**src/rtl/rcosc_freq_monitor_pkg.sv**
```systemverilog
// Shared types and default sizing for the RC oscillator frequency monitor.
package rcosc_mon_pkg;

  localparam int unsigned DEF_CNT_W       = 20;
  localparam int unsigned DEF_NUM_PERIODS = 1000;
  localparam int unsigned DEF_LIMIT_LO    = 156800;
  localparam int unsigned DEF_LIMIT_HI    = 163200;

  typedef enum logic [1:0] {
    ST_IDLE = 2'd0,
    ST_ARM  = 2'd1,
    ST_MEAS = 2'd2
  } state_e;

endpackage

```
**src/rtl/rcosc_freq_monitor_if.sv**
```systemverilog
// Control inputs and measurement results of the frequency monitor.
interface rcosc_freq_monitor_if #(
  parameter int unsigned CNT_W = rcosc_mon_pkg::DEF_CNT_W
);

  logic             en;
  logic             ref_in;
  logic             fault_clr;
  logic [CNT_W-1:0] meas_count;
  logic             meas_valid;
  logic             freq_ok;
  logic             freq_fault;
  logic             ref_lost;

  modport master (
    output en, ref_in, fault_clr,
    input  meas_count, meas_valid, freq_ok, freq_fault, ref_lost
  );

  modport slave (
    input  en, ref_in, fault_clr,
    output meas_count, meas_valid, freq_ok, freq_fault, ref_lost
  );

endinterface

```
**src/rtl/rcosc_freq_monitor_sync_edge_det.sv**
```systemverilog
// Two-flop synchronizer for the asynchronous reference plus a rising-edge pulse.
module sync_edge_det (
  input  logic i_clk,
  input  logic i_reset,
  input  logic i_async,
  output logic o_rise_c
);

  logic r_s1;
  logic r_s2;
  logic r_s3;

  // Synchronizer chain; r_s3 is the delayed copy used for edge detection.
  always_ff @(posedge i_clk) begin
    if (i_reset) begin
      r_s1 <= 1'b0;
      r_s2 <= 1'b0;
      r_s3 <= 1'b0;
    end else begin
      r_s1 <= i_async;
      r_s2 <= r_s1;
      r_s3 <= r_s2;
    end
  end

  assign o_rise_c = r_s2 & ~r_s3;

endmodule

```
**src/rtl/rcosc_freq_monitor.sv**
```systemverilog
// Counts local clock cycles across NUM_PERIODS reference periods and flags
// out-of-range oscillator frequency or a missing reference.
module rcosc_freq_monitor
  import rcosc_mon_pkg::*;
#(
  parameter int unsigned CNT_W       = DEF_CNT_W,
  parameter int unsigned NUM_PERIODS = DEF_NUM_PERIODS,
  parameter int unsigned LIMIT_LO    = DEF_LIMIT_LO,
  parameter int unsigned LIMIT_HI    = DEF_LIMIT_HI
) (
  input  logic                 i_clk,
  input  logic                 i_reset,
  rcosc_freq_monitor_if.slave  if_mon
);

  localparam int unsigned      EDGE_W    = $clog2(NUM_PERIODS + 1);
  localparam logic [CNT_W-1:0] CYC_MAX   = {CNT_W{1'b1}};
  localparam logic [CNT_W-1:0] LIM_LO    = CNT_W'(LIMIT_LO);
  localparam logic [CNT_W-1:0] LIM_HI    = CNT_W'(LIMIT_HI);
  localparam logic [EDGE_W-1:0] LAST_EDGE = EDGE_W'(NUM_PERIODS - 1);

  state_e            r_state,  w_state_nxt;
  logic [CNT_W-1:0]  r_cyc,    w_cyc_nxt;
  logic [EDGE_W-1:0] r_edge,   w_edge_nxt;
  logic [CNT_W-1:0]  r_count,  w_count_nxt;
  logic              r_valid,  w_valid_nxt;
  logic              r_ok,     w_ok_nxt;
  logic              r_fault,  w_fault_nxt;
  logic              r_lost,   w_lost_nxt;
  logic [CNT_W-1:0]  w_close_cnt;
  logic              w_in_range;
  logic              w_rise;

  sync_edge_det u_sync (
    .i_clk    (i_clk),
    .i_reset  (i_reset),
    .i_async  (if_mon.ref_in),
    .o_rise_c (w_rise)
  );

  // Next-state, counter and verdict logic.
  always_comb begin
    w_state_nxt = r_state;
    w_cyc_nxt   = r_cyc;
    w_edge_nxt  = r_edge;
    w_count_nxt = r_count;
    w_valid_nxt = 1'b0;
    w_ok_nxt    = r_ok;
    w_fault_nxt = r_fault;
    w_lost_nxt  = r_lost;

    // Saturating so a closing edge on the last count value cannot wrap to 0.
    w_close_cnt = (r_cyc == CYC_MAX) ? CYC_MAX : r_cyc + CNT_W'(1);
    w_in_range  = (w_close_cnt >= LIM_LO) && (w_close_cnt <= LIM_HI);

    // Clear first so a same-cycle out-of-range result overrides it.
    if (if_mon.fault_clr) begin
      w_fault_nxt = 1'b0;
    end

    if (!if_mon.en) begin
      w_state_nxt = ST_IDLE;
      w_cyc_nxt   = '0;
      w_edge_nxt  = '0;
    end else begin
      case (r_state)
        ST_IDLE: begin
          w_state_nxt = ST_ARM;
          w_cyc_nxt   = '0;
          w_edge_nxt  = '0;
        end
        ST_ARM: begin
          if (w_rise) begin
            w_state_nxt = ST_MEAS;
            w_cyc_nxt   = '0;
            w_edge_nxt  = '0;
          end
        end
        ST_MEAS: begin
          if (w_rise && (r_edge == LAST_EDGE)) begin
            // Closing edge doubles as the opening edge of the next window.
            w_count_nxt = w_close_cnt;
            w_valid_nxt = 1'b1;
            w_ok_nxt    = w_in_range;
            w_lost_nxt  = 1'b0;
            if (!w_in_range) begin
              w_fault_nxt = 1'b1;
            end
            w_cyc_nxt   = '0;
            w_edge_nxt  = '0;
          end else if (r_cyc == CYC_MAX) begin
            w_lost_nxt  = 1'b1;
            w_ok_nxt    = 1'b0;
            w_state_nxt = ST_ARM;
            w_cyc_nxt   = '0;
            w_edge_nxt  = '0;
          end else begin
            w_cyc_nxt = r_cyc + CNT_W'(1);
            if (w_rise) begin
              w_edge_nxt = r_edge + EDGE_W'(1);
            end
          end
        end
        default: begin
          w_state_nxt = ST_IDLE;
          w_cyc_nxt   = '0;
          w_edge_nxt  = '0;
        end
      endcase
    end
  end

  // State, counter and output registers.
  always_ff @(posedge i_clk) begin
    if (i_reset) begin
      r_state <= ST_IDLE;
      r_cyc   <= '0;
      r_edge  <= '0;
      r_count <= '0;
      r_valid <= 1'b0;
      r_ok    <= 1'b0;
      r_fault <= 1'b0;
      r_lost  <= 1'b0;
    end else begin
      r_state <= w_state_nxt;
      r_cyc   <= w_cyc_nxt;
      r_edge  <= w_edge_nxt;
      r_count <= w_count_nxt;
      r_valid <= w_valid_nxt;
      r_ok    <= w_ok_nxt;
      r_fault <= w_fault_nxt;
      r_lost  <= w_lost_nxt;
    end
  end

  assign if_mon.meas_count = r_count;
  assign if_mon.meas_valid = r_valid;
  assign if_mon.freq_ok    = r_ok;
  assign if_mon.freq_fault = r_fault;
  assign if_mon.ref_lost   = r_lost;

endmodule
```
**src/flat_wrapper.sv**
```systemverilog
// flat-port wrapper written by rule: the top's interface ports become plain ports
module rcosc_freq_monitor_flat import rcosc_mon_pkg::*;
#(
  parameter int unsigned CNT_W       = DEF_CNT_W,
  parameter int unsigned NUM_PERIODS = DEF_NUM_PERIODS,
  parameter int unsigned LIMIT_LO    = DEF_LIMIT_LO,
  parameter int unsigned LIMIT_HI    = DEF_LIMIT_HI
)
  (i_clk, i_reset, if_mon_en, if_mon_ref_in, if_mon_fault_clr, if_mon_meas_count, if_mon_meas_valid, if_mon_freq_ok, if_mon_freq_fault, if_mon_ref_lost);
  rcosc_freq_monitor_if #(.CNT_W(CNT_W)) if_mon_i ();
  input  logic i_clk;
  input  logic i_reset;
  input wire logic [$bits(if_mon_i.en)-1:0] if_mon_en;
  input wire logic [$bits(if_mon_i.ref_in)-1:0] if_mon_ref_in;
  input wire logic [$bits(if_mon_i.fault_clr)-1:0] if_mon_fault_clr;
  output wire logic [$bits(if_mon_i.meas_count)-1:0] if_mon_meas_count;
  output wire logic [$bits(if_mon_i.meas_valid)-1:0] if_mon_meas_valid;
  output wire logic [$bits(if_mon_i.freq_ok)-1:0] if_mon_freq_ok;
  output wire logic [$bits(if_mon_i.freq_fault)-1:0] if_mon_freq_fault;
  output wire logic [$bits(if_mon_i.ref_lost)-1:0] if_mon_ref_lost;
  assign if_mon_i.en = if_mon_en;
  assign if_mon_i.ref_in = if_mon_ref_in;
  assign if_mon_i.fault_clr = if_mon_fault_clr;
  assign if_mon_meas_count = if_mon_i.meas_count;
  assign if_mon_meas_valid = if_mon_i.meas_valid;
  assign if_mon_freq_ok = if_mon_i.freq_ok;
  assign if_mon_freq_fault = if_mon_i.freq_fault;
  assign if_mon_ref_lost = if_mon_i.ref_lost;
  rcosc_freq_monitor #(.CNT_W(CNT_W), .NUM_PERIODS(NUM_PERIODS), .LIMIT_LO(LIMIT_LO), .LIMIT_HI(LIMIT_HI)) u_core (.i_clk(i_clk), .i_reset(i_reset), .if_mon(if_mon_i));
endmodule
```
**config.mk**
```make
export PLATFORM = sky130hd
export DESIGN_NAME = rcosc_freq_monitor_flat
export DESIGN_NICKNAME = d
export VERILOG_FILES = /design/src/rtl/rcosc_freq_monitor_pkg.sv /design/src/rtl/rcosc_freq_monitor_if.sv /design/src/rtl/rcosc_freq_monitor_sync_edge_det.sv /design/src/rtl/rcosc_freq_monitor.sv /design/src/flat_wrapper.sv
export SDC_FILE = /design/constraint.sdc
export NUM_CORES = 1
export LEC_CHECK = 0
export CAP_MARGIN = 20
export CORE_ASPECT_RATIO = 0.6
export CORE_MARGIN = 2
export CORE_UTILIZATION = 45
export CTS_BUF_LIST = sky130_fd_sc_hd__clkbuf_8
export DETAILED_ROUTE_END_ITERATION = 8
export PLACE_DENSITY = 0.65
export SLEW_MARGIN = 10
export SYNTH_ARGS = -nofsm -noshare
export SYNTH_HDL_FRONTEND = slang
export SYNTH_HIERARCHICAL = 1
export SYNTH_SLANG_ARGS = --single-unit
```
**constraint.sdc**
```tcl
create_clock -name i_clk -period 3 [get_ports i_clk]
set_clock_uncertainty 0.15 [all_clocks]
set_input_delay 0.75 -clock i_clk [delete_from_list [all_inputs] [get_ports i_clk]]
set_output_delay 0.75 -clock i_clk [all_outputs]
set_load 0.005 [all_outputs]
```
# Word level (Yosys, flattened, before mapping)
# Index checks and enable logic that the tools add are counted.
[totals]
regBits = 59
in_bits = 5
output_inout_bits = 24
wordCells = 61
[classes]
add_sub_neg = 2
magnitude_cmp = 2
eq_ne = 8
muxes = 24
n_bitwise = 4
n_reduce_logical = 10
[op_table]
columns = ["operator", "n"]
rows = [
  ["$mux 20", 4],
  ["$mux 10", 4],
  ["$pmux 20 s2", 1],
  ["$add 20x1->20 const B", 1],
  ["$eq 20x20->1 const B", 1],
  ["$ge 20x18->1 const B", 1],
  ["$le 20x18->1 const B", 1],
  ["$pmux 10 s2", 1],
  ["$add 10x1->10 const B", 1],
  ["$eq 10x10->1 const B", 1],
  ["$mux 1", 10],
  ["$reduce_and 3->1", 3],
  ["$mux 2", 3],
  ["$pmux 2 s3", 1],
  ["$ne 2x1->1 const B", 2],
  ["$ne 4x1->1 const B", 1],
  ["$not 1->1", 3],
  ["$reduce_or 3->1", 1],
  ["$eq 2x1->1 const B", 1],
  ["$eq 2x2->1 const B", 1],
  ["$logic_and 1x1->1", 2],
  ["$logic_not 2->1", 1],
  ["$ne 2x2->1 const B", 1],
  ["$reduce_and 2->1", 1],
  ["3 further kinds", 3],
]

# Depth between registers and ports, before layout
# Gate-level depths: netlist of run 1.
[logic_depth]
depth_word = 8
ltp_mapped = 11
ltp_nobuf = 9

# By module
# The synthesis of run 1 kept the hierarchy.
[by_module_without_submodules]
columns = ["mod", "instances", "cells_per_inst", "area_each_um2", "seq_area_each_um2"]
rows = [
  ["rcosc_freq_monitor", 1, 370, 3016.6, 1121.1],
  ["sync_edge_det", 1, 7, 87.6, 60.1],
]

# Worst setup path before layout of run 1
# OpenSTA, ideal clock, no wires.
[synth_timing]
kind = "reg-to-reg"
start = "reg u_core.r_cyc[0]"
end = "reg u_core.r_edge[9]"
setup_ns = 0.071
arrival_time_ns = 2.504
required_ns = 2.779
path_slack_ns = 0.276
path_stages_with_launch = 11
n_path_buf = 2
synth_period_minus_slack_ns = 2.724
cell_sequence = "dfxtp_1 > ha_1 > buf_4 > nand4_4 > or3_1 > buf_2 > o21ai_2 > a21oi_2 > or3b_4 > or3_1 > a21oi_1"
[synth_between]
elab_chain_cells = 4
word_cells_on_any_way = 6
cone_classes = "2 x eq/ne; 3 x mux; 1 x reduce/logical"
[synth_lines]
columns = ["item", "line_no", "source"]
rows = [
  ["start: declaration", "rcosc_freq_monitor.sv:23", "logic [CNT_W-1:0] r_cyc, w_cyc_nxt;"],
  ["start signal: assignment", "rcosc_freq_monitor.sv:126", "r_cyc <= w_cyc_nxt;"],
  ["$eq 20x20->1 (*)", "rcosc_freq_monitor.sv:91", "end else if (r_cyc == CYC_MAX) begin"],
  ["$mux 10", "rcosc_freq_monitor.sv:91", ""],
  ["$mux 10", "rcosc_freq_monitor.sv:80", "if (w_rise && (r_edge == LAST_EDGE)) begin"],
  ["$pmux 10 s2", "rcosc_freq_monitor.sv:66", "case (r_state)"],
  ["end signal: assignment", "rcosc_freq_monitor.sv:127", "r_edge <= w_edge_nxt;"],
  ["end: declaration", "rcosc_freq_monitor.sv:24", "logic [EDGE_W-1:0] r_edge, w_edge_nxt;"],
]
# Mark *: on every way between the ends. The rest lies on a longest branch, timed or not.
# A chain may end at the register's enable or synchronous reset.

# Worst setup path in the final report of run 1
[layout_timing]
start = "reg u_core.r_cyc[7]"
end = "reg u_core.r_edge[7]"
# Same word-level chain as after synthesis.

==> impl_metrics.sql, run 1 <==
INSERT INTO impl_metrics (metric_group, metric, value, unit) VALUES
('status', 'status', 'complete, no violations', ''),
('logic_synthesis', 'synth_seq_cells', '59', ''),
('clocking', 'cts_made_buffers', '9', ''),
('clocking', 'cts.repair.resized', '0', ''),
('sta', 'finalSetupViolCount', '0', ''),
('global_routing', 'antenna_violations_before_repair', '0', ''),
('sta', 'finalSetupTns', '0', 'ns'),
('logic_synthesis', 'netlist_top_cells_area', 'sky130_fd_sc_hd__dfxtp_1 38%, sky130_fd_sc_hd__nor2_1 7.1%, sky130_fd_sc_hd__a21oi_1 5.5%, sky130_fd_sc_hd__o21ai_0 3.7%, sky130_fd_sc_hd__xnor2_1 3.4%', ''),
('cells_and_area', 'finish.net_count', '420', ''),
('drt', 'route.detailed.wl_per_inst', '17.1', 'µm'),
('power_and_ir_drop', 'p_per_area', '424', 'mW/mm²'),
('setup_path', 'worstSetupEndpointType', 'flip-flop', ''),
('drt', 'drt-pass1-iter-count', '4', ''),
('logic_synthesis', 'synth.lib_cells_used.distinct', '59', ''),
('drt', 'drc', '0', ''),
('sta', 'finalWorstPathRequiredPeriod', '2.76', 'ns'),
('global_routing', 'globalRouteTotalUtil', '24.3', '%'),
('cells_and_area', 'layout-drive-gt1-share', '14.9', '%'),
('logic_synthesis', 'synth_enable_flop_cells', '0', ''),
('power_and_ir_drop', 'cellLeakagePower', '1.28', 'nW'),
('clocking', 'cts.root.buffer_cell', 'sky130_fd_sc_hd__clkbuf_8', ''),
('worst_hold_path', 'worstHoldPathType', 'flip-flop to flip-flop', ''),
('logic_synthesis', 'synth_area_leader_cell', 'sky130_fd_sc_hd__dfxtp_1', ''),
('floorplan', 'fp.dieH', '68.3', 'µm'),
('setup_path', 'startpoint_type', 'flip-flop', ''),
('drt', 'totalWireLength', '8620', 'µm'),
('logic_synthesis', 'synth.yosys.warnings', '6', ''),
('floorplan', 'fp.coreArea', '0.00668', 'mm²'),
('setup_path', 'r2r-start', 'u_core/r_cyc[7]$_SDFFE_PP0P_', ''),
('clocking', 'clock_insertion_delay_worst_skew', '0.35', 'ns'),
('logic_synthesis', 'postSynthNetCount', '384', ''),
('setup_path', 'timing.critical_path.required', '3.13', 'ns'),
('sta', 'finalHoldViolCount', '0', ''),
('setup_path', 'critical_path.startpoint', 'u_core/r_cyc[7]$_SDFFE_PP0P_', ''),
('cells_and_area', 'final_area', '0.00369', 'mm²'),
('place', 'placedInstanceArea', '0.00348', 'mm²'),
('setup_path', 'arrival', '2.89', 'ns'),
('logic_synthesis', 'post_synthesis_cells', '377', ''),
('floorplan', 'num_rows', '23', ''),
('logic_synthesis', 'synth_async_sr_flop_share', '0', '%'),
('logic_synthesis', 'synth.top_cell.area_share', '38.0', '%'),
('floorplan', 'fp.dieArea', '0.00760', 'mm²'),
('drt', 'detail-route-antenna-nets', '0', ''),
('clocking', 'cts_setup_buffers', '0', ''),
('floorplan', 'die_w', '111', 'µm'),
('floorplan', 'top_level_ports', '29', ''),
('drt', 'vias', '2902', ''),
('power_and_ir_drop', 'ir_drop', '0.274', 'mV'),
('place', 'gp_congestion', '0.967', ''),
('logic_synthesis', 'portion_of_the_post_synthesis_area_used_by_sequential_elements', '38.0', '%'),
('clocking', 'clock-sinks', '59', ''),
('sta', 'rsz0062_at_grt', 'false', ''),
('global_routing', 'grt_remaining_overflow', '0', ''),
('sta', 'achievable-frequency', '0.363', 'GHz'),
('place', 'numPlacedInstances', '489', ''),
('cells_and_area', 'area_growth', '18.8', '%'),
('global_routing', 'grt_start_max_net_pins', '24', ''),
('clocking', 'cts_hold_buf', '0', ''),
('sta', 'fin_hold_ws', '0.296', 'ns'),
('place', 'port_buffers', '28', ''),
('global_routing', 'grt_first_pass_wirelength', '13900', 'µm'),
('worst_hold_path', 'min-delay-start', 'u_core/u_sync/r_s1$_SDFF_PP0_', ''),
('cells_and_area', 'num_antenna_cells', '0', ''),
('logic_synthesis', 'synth_top_flop_cell', 'sky130_fd_sc_hd__dfxtp_1', ''),
('logic_synthesis', 'post_synthesis_instance_area', '0.00310', 'mm²'),
('sta', 'finalCritPeriodShare', '91.8', '%'),
('sta', 'tightestPinTransition', '0.623', 'ns'),
('sta', 'worst_rel_slew_slack', '58.0', '%'),
('cells_and_area', 'final_std_cells_w_o_fill', '504', ''),
('sta', 'finalMaxSlewViolations', '0', ''),
('place', 'place_hpwl', '6320', 'µm');
[where the power goes]
part,leakage [nW],total (mW),switching [mW],internal (mW)
registers,0.476,0.789,0.00265,0.787
logic,0.701,0.0559,0.0357,0.0202
clock network,0.102,0.717,0.319,0.398
total,1.28,1.56,0.357,1.20
[through the flow]
stage / power (mW) / utilization, % / worst slack, ns
after floorplan: 0.839 / - / 0.276
after global placement: 0.862 / 52.2 / 0.222
after detailed placement: 0.862 / 52.2 / 0.170
after CTS: 1.58 / 55.1 / 0.161
after global routing: 1.62 / 55.2 / 0.0349
final: 1.56 / 55.2 / 0.245
[placed cells by master, fill, tap and decap left out, types with 2 or more instances in the layout]
cell type                         instances
sky130_fd_sc_hd__nor3_2                   2
sky130_fd_sc_hd__a22oi_1                  7
sky130_fd_sc_hd__nand4_1                  3
sky130_fd_sc_hd__dfxtp_1                 58
sky130_fd_sc_hd__nor4_1                   5
sky130_fd_sc_hd__and4_1                   2
sky130_fd_sc_hd__o221a_2                  4
sky130_fd_sc_hd__nor3_1                  11
sky130_fd_sc_hd__nand4b_1                 2
sky130_fd_sc_hd__o211ai_1                 2
sky130_fd_sc_hd__nor3b_1                  2
sky130_fd_sc_hd__clkinv_2                 3
sky130_fd_sc_hd__nand4_4                  2
sky130_fd_sc_hd__ha_1                     2
sky130_fd_sc_hd__clkbuf_8                10
sky130_fd_sc_hd__a21o_1                   2
sky130_fd_sc_hd__a311oi_1                 2
sky130_fd_sc_hd__nand3_1                 13
sky130_fd_sc_hd__a31oi_1                  2
sky130_fd_sc_hd__o31ai_1                  3
sky130_fd_sc_hd__nand2_1                 26
sky130_fd_sc_hd__a211oi_1                 6
sky130_fd_sc_hd__or3_2                    2
sky130_fd_sc_hd__a21oi_1                 34
sky130_fd_sc_hd__or3_1                    8
sky130_fd_sc_hd__o21ai_0                 23
sky130_fd_sc_hd__and2_1                   3
sky130_fd_sc_hd__clkdlybuf4s50_1         28
sky130_fd_sc_hd__nor4b_1                  2
sky130_fd_sc_hd__nand2b_1                 2
sky130_fd_sc_hd__nor2_1                  59
sky130_fd_sc_hd__and3_1                   5
sky130_fd_sc_hd__nor2b_1                  6
sky130_fd_sc_hd__buf_4                   25
sky130_fd_sc_hd__inv_1                    4
sky130_fd_sc_hd__xnor2_1                 12
sky130_fd_sc_hd__xor2_1                  11
[worst max-delay path, cell delays in order (launching register included)]
cell and delay [ns]:
sky130_fd_sc_hd__dfxtp_1 0.54, sky130_fd_sc_hd__nand4_4 0.19, sky130_fd_sc_hd__or3_1 0.46, sky130_fd_sc_hd__buf_4 0.18, sky130_fd_sc_hd__o21ai_2 0.14, sky130_fd_sc_hd__a21oi_2 0.13, sky130_fd_sc_hd__or3b_4 0.44, sky130_fd_sc_hd__or3_1 0.31
sky130_fd_sc_hd__a21oi_1 0.15
[area by class of cell]
| type | count | area [µm²] |
|---|---|---|
| Clock buffer | 10 | 138 |
| Sequential cell | 59 | 1180 |
| Fill cell | 629 | 2990 |
| Clock inverter | 5 | 53.8 |
| Inverter | 4 | 15.0 |
| Multi-Input combinational cell | 286 | 1720 |
| Timing Repair Buffer | 53 | 468 |
| Tap cell | 87 | 109 |
[sequential cells by signal, indices dropped and copies added, names as in the netlist]
register                  cells
u_core/u_sync/r_s2            1
u_core/if_mon.meas_count     20
u_core/u_sync/r_s3            1
u_core/if_mon.ref_lost        1
u_core/if_mon.freq_ok         1
u_core/r_cyc                 20
u_core/if_mon.meas_valid      1
u_core/if_mon.freq_fault      1
u_core/r_edge                10
u_core/u_sync/r_s1            1
u_core/r_state                2
[final timing paths]
check,cells after the start,slack [ns],end
hold / removal,1,0.30,u_core/u_sync/r_s2$_SDFF_PP0_
setup reg to reg,8,0.24,u_core/r_edge[7]$_SDFFE_PP0P_
setup / recovery,8,0.24,u_core/r_edge[7]$_SDFFE_PP0P_
hold reg to reg,1,0.30,u_core/u_sync/r_s2$_SDFF_PP0_
[routing by layer]
layer / GRT usage [%] / routed length, µm
met1: 37.6 / 4520
met2: 30.6 / 3120
met3: 7.71 / 869
met4: 8.02 / 112
met5: 0 / 0
[cell families (layout without fill, tap and decap cells)]
kind of cell               count (synthesis)  in the layout  synth area share (%)
buffers and inverters                     32             72                  6.81
and+or+nand+nor                          164            164                  27.9
DFF                                       59             59                  38.0
xor gates and xnor gates                  23             23                  6.49
AOI/OAI and AO/OA                         96             96                  19.6
muxes                                      1              1                 0.322
adders and majority gates                  2              2                 0.806
Power figures use the tool's default switching activity.
==> inputs of run 2 (changes only) <==
--- a/config.mk
+++ b/config.mk
@@ -17,3 +17,4 @@
 export SYNTH_HDL_FRONTEND = slang
 export SYNTH_HIERARCHICAL = 1
 export SYNTH_SLANG_ARGS = --single-unit
+export TNS_END_PERCENT = 50
==> results of run 2 <==
No change in the layout: final DEF, timing and power equal those of run 1.
==> inputs of run 3 (changes only) <==
--- a/config.mk
+++ b/config.mk
@@ -5,13 +5,12 @@
 export SDC_FILE = /design/constraint.sdc
 export NUM_CORES = 1
 export LEC_CHECK = 0
-export CAP_MARGIN = 20
 export CORE_ASPECT_RATIO = 0.6
 export CORE_MARGIN = 2
 export CORE_UTILIZATION = 45
 export CTS_BUF_LIST = sky130_fd_sc_hd__clkbuf_8
 export DETAILED_ROUTE_END_ITERATION = 8
-export PLACE_DENSITY = 0.65
+export DONT_BUFFER_PORTS = 1
 export SLEW_MARGIN = 10
 export SYNTH_ARGS = -nofsm -noshare
 export SYNTH_HDL_FRONTEND = slang
==> run 3 against run 2 <==
  * Clock-buffer cell count unchanged
  * Non-clock buffer count decreased by 30
  * Total power decreased by 6.0%
  * Wire length decreased by 3.9%
  * Clock power decreased by 12%
  * Sequential share of layout area increased by 3.2 points
  * First-iteration DRC count increased by 38%
  * Sequential power about the same
  * Fmax decreased by 1.4%
  * Critical endpoint is now u_core/if_mon.freq_fault$_SDFF_PP0_
  * Largest cell class unchanged
==> impl_metrics.sql, run 3 (synthesized netlist as in run 1, its figures left out) <==
INSERT INTO impl_metrics (metric_group, metric, value, unit) VALUES
('drt', 'route.detailed.wl_per_inst', '17.5', 'µm'),
('sta', 'finalMaxSlewViolations', '0', ''),
('drt', 'drt_first_iter_violations', '398', ''),
('clocking', 'cts_htree_levels', '3', ''),
('clocking', 'clk_pin_slew', '0.07', 'ns'),
('clocking', 'cts_made_buffers', '9', ''),
('cells_and_area', 'layout-drive-gt1-share', '15.0', '%'),
('drt', 'viasPerCell', '5.91', ''),
('place', 'placedInstanceArea', '0.00319', 'mm²'),
('power_and_ir_drop', 'internal-power', '1.11', 'mW'),
('setup_path', 'timing.critical_path.required', '3.07', 'ns'),
('drt', 'drc', '0', ''),
('floorplan', 'die_w', '111', 'µm'),
('drt', 'totalWireLength', '8290', 'µm'),
('cells_and_area', 'final_area', '0.00336', 'mm²'),
('floorplan', 'fp.dieArea', '0.00760', 'mm²'),
('global_routing', 'grt_first_pass_wirelength', '13400', 'µm'),
('power_and_ir_drop', 'cellLeakagePower', '1.16', 'nW'),
('sta', 'worst_rel_slew_slack', '55.0', '%'),
('power_and_ir_drop', 'total_power', '1.47', 'mW'),
('clocking', 'clock_insertion_delay_worst_skew', '0.35', 'ns'),
('sta', 'rsz0062_at_grt', 'false', ''),
('cells_and_area', 'layout.cells.most_common', 'sky130_fd_sc_hd__nor2_1', ''),
('drt', 'vias', '2802', ''),
('worst_hold_path', 'worstHoldPathType', 'flip-flop to flip-flop', ''),
('setup_path', 'critical_path.max_fanout', '10', ''),
('floorplan', 'initial_core_util', '46.5', '%'),
('place', 'gp_congestion', '0.947', ''),
('global_routing', 'grt_start_max_net_pins', '23', ''),
('setup_path', 'startpoint_type', 'flip-flop', ''),
('setup_path', 'worstSetupEndpointType', 'flip-flop', ''),
('power_and_ir_drop', 'ir_drop', '0.241', 'mV'),
('sta', 'finalSetupViolCount', '0', ''),
('power_and_ir_drop', 'power.share.clock', '43.1', '%'),
('clocking', 'cts_hold_buf', '0', ''),
('sta', 'finalWorstPathRequiredPeriod', '2.79', 'ns'),
('cells_and_area', 'finish.net_count', '390', ''),
('sta', 'finalSetupTns', '0', 'ns'),
('floorplan', 'fp.dieH', '68.3', 'µm'),
('cells_and_area', 'area_growth', '8.18', '%'),
('sta', 'achievable-frequency', '0.358', 'GHz'),
('floorplan', 'num_rows', '23', ''),
('status', 'status', 'complete, no violations', ''),
('global_routing', 'globalRouteTotalUtil', '23.3', '%'),
('sta', 'fin_hold_ws', '0.304', 'ns'),
('clocking', 'clock-sinks', '59', ''),
('worst_hold_path', 'min-delay-start', 'u_core/u_sync/r_s1$_SDFF_PP0_', ''),
('cells_and_area', 'num_antenna_cells', '0', ''),
('floorplan', 'fp.coreArea', '0.00668', 'mm²'),
('power_and_ir_drop', 'total_switching_power', '0.355', 'mW'),
('global_routing', 'grt_remaining_overflow', '0', ''),
('clocking', 'cts_tree', 'done', ''),
('cells_and_area', 'mostFrequentLayoutCells', '59 x sky130_fd_sc_hd__nor2_1, 58 x sky130_fd_sc_hd__dfxtp_1, 34 x sky130_fd_sc_hd__a21oi_1, 26 x sky130_fd_sc_hd__nand2_1', ''),
('power_and_ir_drop', 'combinational_power_share', '3.1', '%'),
('power_and_ir_drop', 'share_seq_of_total_power', '53.8', '%'),
('sta', 'tightestPinTransition', '0.667', 'ns'),
('power_and_ir_drop', 'power_switching_share', '24.2', '%'),
('drt', 'detail-route-antenna-nets', '0', ''),
('sta', 'finalHoldViolCount', '0', ''),
('drt', 'drt-pass1-iter-count', '5', ''),
('setup_path', 'critical_path.startpoint', 'u_core/r_cyc[3]$_SDFFE_PP0P_', ''),
('setup_path', 'timing.setup.critical_path_class', 'flip-flop to flip-flop', ''),
('place', 'place_hpwl', '6030', 'µm'),
('clocking', 'cts.root.buffer_cell', 'sky130_fd_sc_hd__clkbuf_8', ''),
('global_routing', 'antenna_violations_before_repair', '0', ''),
('flow_run', 'cap_viol_max_count', '0', ''),
('setup_path', 'r2r-start', 'u_core/r_cyc[3]$_SDFFE_PP0P_', ''),
('power_and_ir_drop', 'p_per_area', '437', 'mW/mm²'),
('sta', 'finalCritPeriodShare', '93.2', '%'),
('setup_path', 'arrival', '2.86', 'ns'),
('clocking', 'clock_path_buffers', '2', ''),
('floorplan', 'top_level_ports', '29', ''),
('global_routing', 'grt_pass1_vias', '2461', ''),
('place', 'port_buffers', '0', '');
-- run 3: power groups by stage --
stage | Combinational (mW) | Clock [mW] | Sequential [mW]
after CTS | 0.0455 | 0.652 | 0.789
after global placement | 0.0454 | 0 | 0.807
after global routing | 0.0512 | 0.684 | 0.789
after floorplan | 0.0325 | 0 | 0.806
after detailed placement | 0.0453 | 0 | 0.807
final | 0.0462 | 0.633 | 0.789
-- run 3: layout make-up --
type / instances / area (µm²)
flip-flops and latches: 59 / 1180
inverters: 4 / 15.0
fillers: 631 / 3320
clock buffers: 10 / 138
repair buffers: 23 / 173
multi-input cells: 286 / 1710
clock inverters: 5 / 30.0
well taps: 87 / 109
-- run 3: per-stage QoR --
step,instances,setup WS (ns),utilization (%)
final,474,0.205,50.3
after global routing,474,0.000809,50.3
after CTS,474,0.226,50.3
after detailed placement,459,0.230,47.8
after global placement,459,0.231,47.8
after floorplan,377,0.276,-
-- run 3: per-layer routing --
metal / share of wire [%] / vias to the layer above / global-route usage (%) / wire length (µm)
met3: 8.2 / 8 / 7.26 / 682
met4: 0.97 / 0 / 7.87 / 80
met1: 56 / 1316 / 36.6 / 4620
met2: 35 / 112 / 28.4 / 2910
met5: 0 / - / 0 / 0
li1: - / 1366 / - / -
-- run 3: worst max-delay path, stage by stage (launching register included) --
cell                       delay [ns]
sky130_fd_sc_hd__dfxtp_1         0.59
sky130_fd_sc_hd__nand4_4         0.21
sky130_fd_sc_hd__or3_1           0.51
sky130_fd_sc_hd__nor3_1          0.27
sky130_fd_sc_hd__o211ai_1        0.15
sky130_fd_sc_hd__a311oi_1        0.22
sky130_fd_sc_hd__a41oi_1         0.09
sky130_fd_sc_hd__nor4b_2         0.35
sky130_fd_sc_hd__o32ai_1         0.12
-- run 3: path summary, 6_finish.rpt --
| check | depth (start not counted) | to | slack [ns] |
|---|---|---|---|
| worst max register to register | 8 | u_core/if_mon.freq_fault$_SDFF_PP0_ | 0.21 |
| worst min register to register | 1 | u_core/u_sync/r_s2$_SDFF_PP0_ | 0.30 |
| worst min-delay path | 1 | u_core/u_sync/r_s2$_SDFF_PP0_ | 0.30 |
| worst max-delay path | 8 | u_core/if_mon.freq_fault$_SDFF_PP0_ | 0.21 |
-- run 3: repair_timing --
action                                  in CTS  in global routing
buffers inserted                             0                  0
endpoints found under the setup margin       0                  1
gates resized for setup                      0                  1
